<file path="src/rtl/alu_pkg.sv">
`default_nettype none
// ============================================================================
//  Module   : alu_pkg
//  Purpose  : Shared definitions for the ALU shift sequencer: opcode
//             constants, FSM state type and datapath width defaults.
//  Revision : 1.0  initial release
// ============================================================================
package alu_pkg;

  // Default datapath and shift-count widths
  localparam int DEFAULT_DATA_W  = 32;
  localparam int DEFAULT_SHAMT_W = 5;

  // ALU opcodes; 1001..1111 are undefined and follow the single-cycle path
  localparam logic [3:0] ADD_OP = 4'b0000;
  localparam logic [3:0] SUB_OP = 4'b0001;
  localparam logic [3:0] AND_OP = 4'b0010;
  localparam logic [3:0] OR_OP  = 4'b0011;
  localparam logic [3:0] XOR_OP = 4'b0100;
  localparam logic [3:0] NOR_OP = 4'b0101;
  localparam logic [3:0] SLA_OP = 4'b0110;
  localparam logic [3:0] SRA_OP = 4'b0111;
  localparam logic [3:0] SRL_OP = 4'b1000;

  // Sequencer states
  typedef enum logic [1:0] {
    IDLE  = 2'd0,
    EXEC  = 2'd1,
    SHIFT = 2'd2,
    DONE  = 2'd3
  } state_t;

  // Shift opcodes are iterated one bit per cycle through the ALU
  function automatic logic is_shift_op(input logic [3:0] op);
    return (op == SLA_OP) || (op == SRA_OP) || (op == SRL_OP);
  endfunction

endpackage
`default_nettype wire

</file>
<file path="src/rtl/alu_shift_sequencer.sv">
`default_nettype none
// ============================================================================
//  Module   : alu_shift_sequencer
//  Purpose  : Accepts ALU commands, drives an external combinational ALU and
//             returns a registered result. Multi-bit shifts are performed as
//             repeated single-bit ALU shifts, one per cycle.
//  Revision : 1.0  initial release
// ============================================================================
module alu_shift_sequencer
  import alu_pkg::*;
#(
  parameter int DATA_W  = DEFAULT_DATA_W,
  parameter int SHAMT_W = DEFAULT_SHAMT_W
) (
  input  logic               clk,
  input  logic               rst,
  // command side
  input  logic               in_valid,
  output logic               in_ready,
  input  logic [DATA_W-1:0]  in_opA,
  input  logic [DATA_W-1:0]  in_opB,
  input  logic [3:0]         in_op,
  input  logic [SHAMT_W-1:0] in_shamt,
  // external ALU
  output logic [DATA_W-1:0]  alu_operandA,
  output logic [DATA_W-1:0]  alu_operandB,
  output logic [3:0]         alu_op,
  output logic               alu_shift,
  input  logic [DATA_W-1:0]  alu_res,
  input  logic               alu_zero,
  input  logic               alu_carry,
  // result side
  output logic               out_valid,
  input  logic               out_ready,
  output logic [DATA_W-1:0]  out_res,
  output logic               out_zero,
  output logic               out_carry
);

  state_t               state_q, state_d;
  logic [DATA_W-1:0]    acc_q, acc_d;      // operand A, becomes running shift value
  logic [DATA_W-1:0]    opb_q, opb_d;
  logic [3:0]           op_q, op_d;
  logic [SHAMT_W-1:0]   cnt_q, cnt_d;      // remaining single-bit shifts
  logic [DATA_W-1:0]    res_q, res_d;
  logic                 zero_q, zero_d;
  logic                 carry_q, carry_d;

  logic                 accept;

  // Handshake: ready only when idle and not being reset
  assign in_ready  = (state_q == IDLE) && !rst;
  assign accept    = in_valid && in_ready;
  assign out_valid = (state_q == DONE);

  // ALU drive comes straight from the latched command, so it cannot toggle
  // while idle or waiting for the result to be taken.
  assign alu_operandA = acc_q;
  assign alu_operandB = opb_q;
  assign alu_op       = op_q;
  assign alu_shift    = (state_q == SHIFT);

  assign out_res   = res_q;
  assign out_zero  = zero_q;
  assign out_carry = carry_q;

  // Next-state and datapath update for the command sequence
  always_comb begin
    state_d = state_q;
    acc_d   = acc_q;
    opb_d   = opb_q;
    op_d    = op_q;
    cnt_d   = cnt_q;
    res_d   = res_q;
    zero_d  = zero_q;
    carry_d = carry_q;

    case (state_q)
      IDLE: begin
        if (accept) begin
          acc_d = in_opA;
          opb_d = in_opB;
          op_d  = in_op;
          if (is_shift_op(in_op)) begin
            cnt_d = in_shamt;
            if (in_shamt == '0) begin
              // Zero-distance shift: result is operand A, no ALU pass
              res_d   = in_opA;
              zero_d  = (in_opA == '0);
              carry_d = 1'b0;
              state_d = DONE;
            end else begin
              state_d = SHIFT;
            end
          end else begin
            cnt_d   = '0;
            state_d = EXEC;
          end
        end
      end

      EXEC: begin
        // Single ALU pass; undefined opcodes land here too
        res_d   = alu_res;
        zero_d  = alu_zero;
        carry_d = alu_carry;
        state_d = DONE;
      end

      SHIFT: begin
        acc_d = alu_res;
        cnt_d = cnt_q - SHAMT_W'(1);
        if (cnt_q == SHAMT_W'(1)) begin
          // Last bit position: shift-out carry is not reported
          res_d   = alu_res;
          zero_d  = alu_zero;
          carry_d = 1'b0;
          state_d = DONE;
        end
      end

      DONE: begin
        if (out_ready) begin
          state_d = IDLE;
        end
      end

      default: begin
        state_d = IDLE;
      end
    endcase
  end

  // State and datapath registers with synchronous reset
  always_ff @(posedge clk) begin
    if (rst) begin
      state_q <= IDLE;
      acc_q   <= '0;
      opb_q   <= '0;
      op_q    <= '0;
      cnt_q   <= '0;
      res_q   <= '0;
      zero_q  <= 1'b0;
      carry_q <= 1'b0;
    end else begin
      state_q <= state_d;
      acc_q   <= acc_d;
      opb_q   <= opb_d;
      op_q    <= op_d;
      cnt_q   <= cnt_d;
      res_q   <= res_d;
      zero_q  <= zero_d;
      carry_q <= carry_d;
    end
  end

endmodule
`default_nettype wire

</file>
<file path="config.mk">
export PLATFORM = sky130hd
export DESIGN_NAME = alu_shift_sequencer
export DESIGN_NICKNAME = d
export VERILOG_FILES = /design/src/rtl/alu_pkg.sv /design/src/rtl/alu_shift_sequencer.sv
export SDC_FILE = /design/constraint.sdc
export NUM_CORES = 1
export LEC_CHECK = 0
export CORE_MARGIN = 1
export CORE_UTILIZATION = 43
export CTS_CLUSTER_DIAMETER = 100
export DETAILED_ROUTE_END_ITERATION = 16
export PLACE_DENSITY = 0.82
export SYNTH_ARGS = -nofsm -noshare
export SYNTH_HDL_FRONTEND = slang
export SYNTH_SLANG_ARGS = --single-unit
</file>
<file path="constraint.sdc">
create_clock -name clk -period 2.5 [get_ports clk]
set_input_delay 0.75 -clock clk [delete_from_list [all_inputs] [get_ports clk]]
set_output_delay 0.75 -clock clk [all_outputs]
set_load 0.02 [all_outputs]
</file>
==> run metrics <==
DP Area 0.007388 mm2; relative slew slack 21.21%; switching power share of the total 40.13%; row count 39; Final Cycle Share 96.03%; Synth warnings 0; RSZ-0062 raised after global routing false; Final Slew Violations 0; Die W 110.0 um; vias in the first global route 4745; most frequent cells in the layout clkdlybuf4s50_1, dfxtp_1, nand2_1; Initial DRC Count 328; Routed Antenna Nets 0; Lkg Pwr 2.876 nW; die area 0.01210 mm2; dpl ws -0.2798 ns; syn nets 658; Final Skew 0.005785 ns; Final Non-Filler Cells 891; Synth Flop Type dfxtp_1; total grt overflow 0; Placed Cells 878; Yosys reg bits 109; I/O Buffers 215; Die H 110.0 um; Hold Buf Count CTS 0; Distinct cells, synth 37; I/O Pins 216; DP Wirelength 11290 um; core footprint 0.01137 mm2; total CTS buffers 9; max incr delay on CP 0.47 ns; DRC 0; part of the power in registers 29.3%; root buf cell clkbuf_16; largest net degree at the start of global routing 110; n_diodes 0; Clock Tree Buf Depth 2; WL/cell 17.51 um; synthesis-to-finish area growth 53.27%; asr flop ratio synth 0%; Reg clk slew, reported paths 0.07 ns; sequential share of the synthesized area 43.51%; Final Instance Area 0.007686 mm2; Critical-path top delay cell clkdlybuf4s50_1; Tot GR Track Use 25.40%; number of iterations in the first detailed-routing pass 5; Clk Latency, worst-skew pair 0.34 ns; Pwr Density 1114 mW/mm2; H-tree levels 3; top cells by area, synth dfxtp_1, mux2i_1, a211oi_1, nand2_1, nand3b_1; worst setup margin 0.09915 ns; Slew @ Worst Pin 1.182 ns; final setup TNS 0 ns; P_int 5.125 mW; CTS sink cnt 109; initial antenna violation count 0; EDFF count, synth 0; layout cell share with drive strength beyond 1 9.893%; post-synth top area cell dfxtp_1; Switching Power 3.435 mW; Mapped Area 0.005015 mm2; status finished clean; syn_area_per_cell 9.304 um2; CTS tree yes; Max-Cap Viols 0; maximum fanout along the worst path 3; fmax 416.5 MHz; fin nets 865; first-pass GRT wire length 23490 um; Final Hold Fails 0; commonest non-fill, non-tap cell in the layout clkdlybuf4s50_1; critical path cell sequence clkdlybuf4s50_1 -> nor4_2 -> buf_4 -> nand4_1 -> nor4_1 -> nand2_1 -> a311oi_1; fillers 917; CP Class input port to flop; CP Capture Type flop; combinational share of power 54.9%; routability cong. 0.8167; Arrival @ worst endpoint 2.64 ns; Hold Path Class flop to flop; maximum vdd drop 625.1 uV; Initial Util 44.11%; cell count after synthesis 539; final setup fails 0; required time of the worst setup path 2.74 ns; detailed-route via count 4849; Setup crit start kind input port; share of the synthesized area in the top cell type 43.51%; Clk pwr share 15.8%; WL final 15610 um; DR vias/cell 5.442; Final min period 2.401 ns
[state kept, by name, indices dropped and copies added, names as in the netlist]
register and cells:
out_zero 1, out_carry 1, alu_operandB 32, alu_operandA 32, alu_op 4, out_res 32
state_q 2, cnt_q 5
[through the flow]
stage	utilization, %	total power, mW	hold slack [ns]
floorplan	-	5.474	0.4907
global placement	64.98	7.061	0.4604
detailed placement	64.98	7.215	0.4687
CTS	67.38	8.584	0.4788
global route	67.60	9.051	0.4927
finish	67.60	8.560	0.4769
[critical path, delay by kind of cell]
family | cells | cell delay (ns)
and+or+nand+nor | 4 | 0.98
AOI/OAI and AO/OA | 1 | 0.28
buffers and inverters | 2 | 0.63
[cell families after synthesis]
logic type,Yosys count,share of synthesized area [%]
compound gates,117,17.99
xor+xnor,2,0.3494
fa+ha+maj,8,1.996
buf+inv,53,5.140
flops,109,43.51
mux,66,13.17
simple gates,184,17.84
[power groups by stage]
| stage | registers (mW) | clock network [mW] | logic, mW |
|---|---|---|---|
| final | 2.51 | 1.36 | 4.70 |
| after detailed placement | 2.54 | 0 | 4.68 |
| after floorplan | 3.03 | 0 | 2.44 |
| after CTS | 2.51 | 1.38 | 4.69 |
| after global placement | 2.51 | 0 | 4.55 |
| after global routing | 2.56 | 1.46 | 5.03 |
[path summary, 6_finish.rpt]
path,startpoint,to,slack (ns),cells after the start
setup / recovery,in_opA[18],out_zero,0.1,7
hold / removal,alu_operandB[17],alu_operandB[17],0.48,2
setup reg to reg,state_q[0],out_zero,0.20,9
hold reg to reg,alu_operandB[17],alu_operandB[17],0.48,2
[routing by layer]
metal	vias up	share of wire (%)	global-route usage (%)
met2	229	46	41.56
li1	2336	-	-
met5	-	0	0
met4	0	2.5	10.29
met3	32	11	8.524
met1	2252	41	30.55
[area by class of cell]
| class | count | area [um2] | area share [%] |
|---|---|---|---|
| clock buffers | 12 | 266.5 | 3.467 |
| inverters | 6 | 22.52 | 0.2930 |
| multi-input cells | 377 | 2610 | 33.96 |
| flip-flops and latches | 109 | 2182 | 28.39 |
| well taps | 143 | 178.9 | 2.328 |
| repair buffers | 243 | 2419 | 31.47 |
| clock inverters | 1 | 7.507 | 0.09767 |
[timing repair]
action / CTS / global route
gates resized for setup: 1 / 5
pin swaps: 0 / 0
gates cloned: 0 / 0
setup endpoints to repair: 1 / 10
buffers inserted: 0 / 0
[cells in the mapped netlist, types with 2 or more instances]
cell type and count:
o21ai_0 2, a22oi_1 3, nor2b_1 2, mux2i_1 66, inv_1 6, clkbuf_1 30, buf_1 2, a31oi_1 2
a31o_2 2, buf_6 4, a311oi_1 2, buf_2 8, and2_1 2, nand3b_1 37, a211oi_2 20, nor4_1 8
a211oi_1 47, dfxtp_1 109, nor2_1 45, buf_4 2, nor3_1 2, nand4_1 2, ha_1 8, nand2_1 80
a21oi_1 36
(Power assumes the default switching activity.)
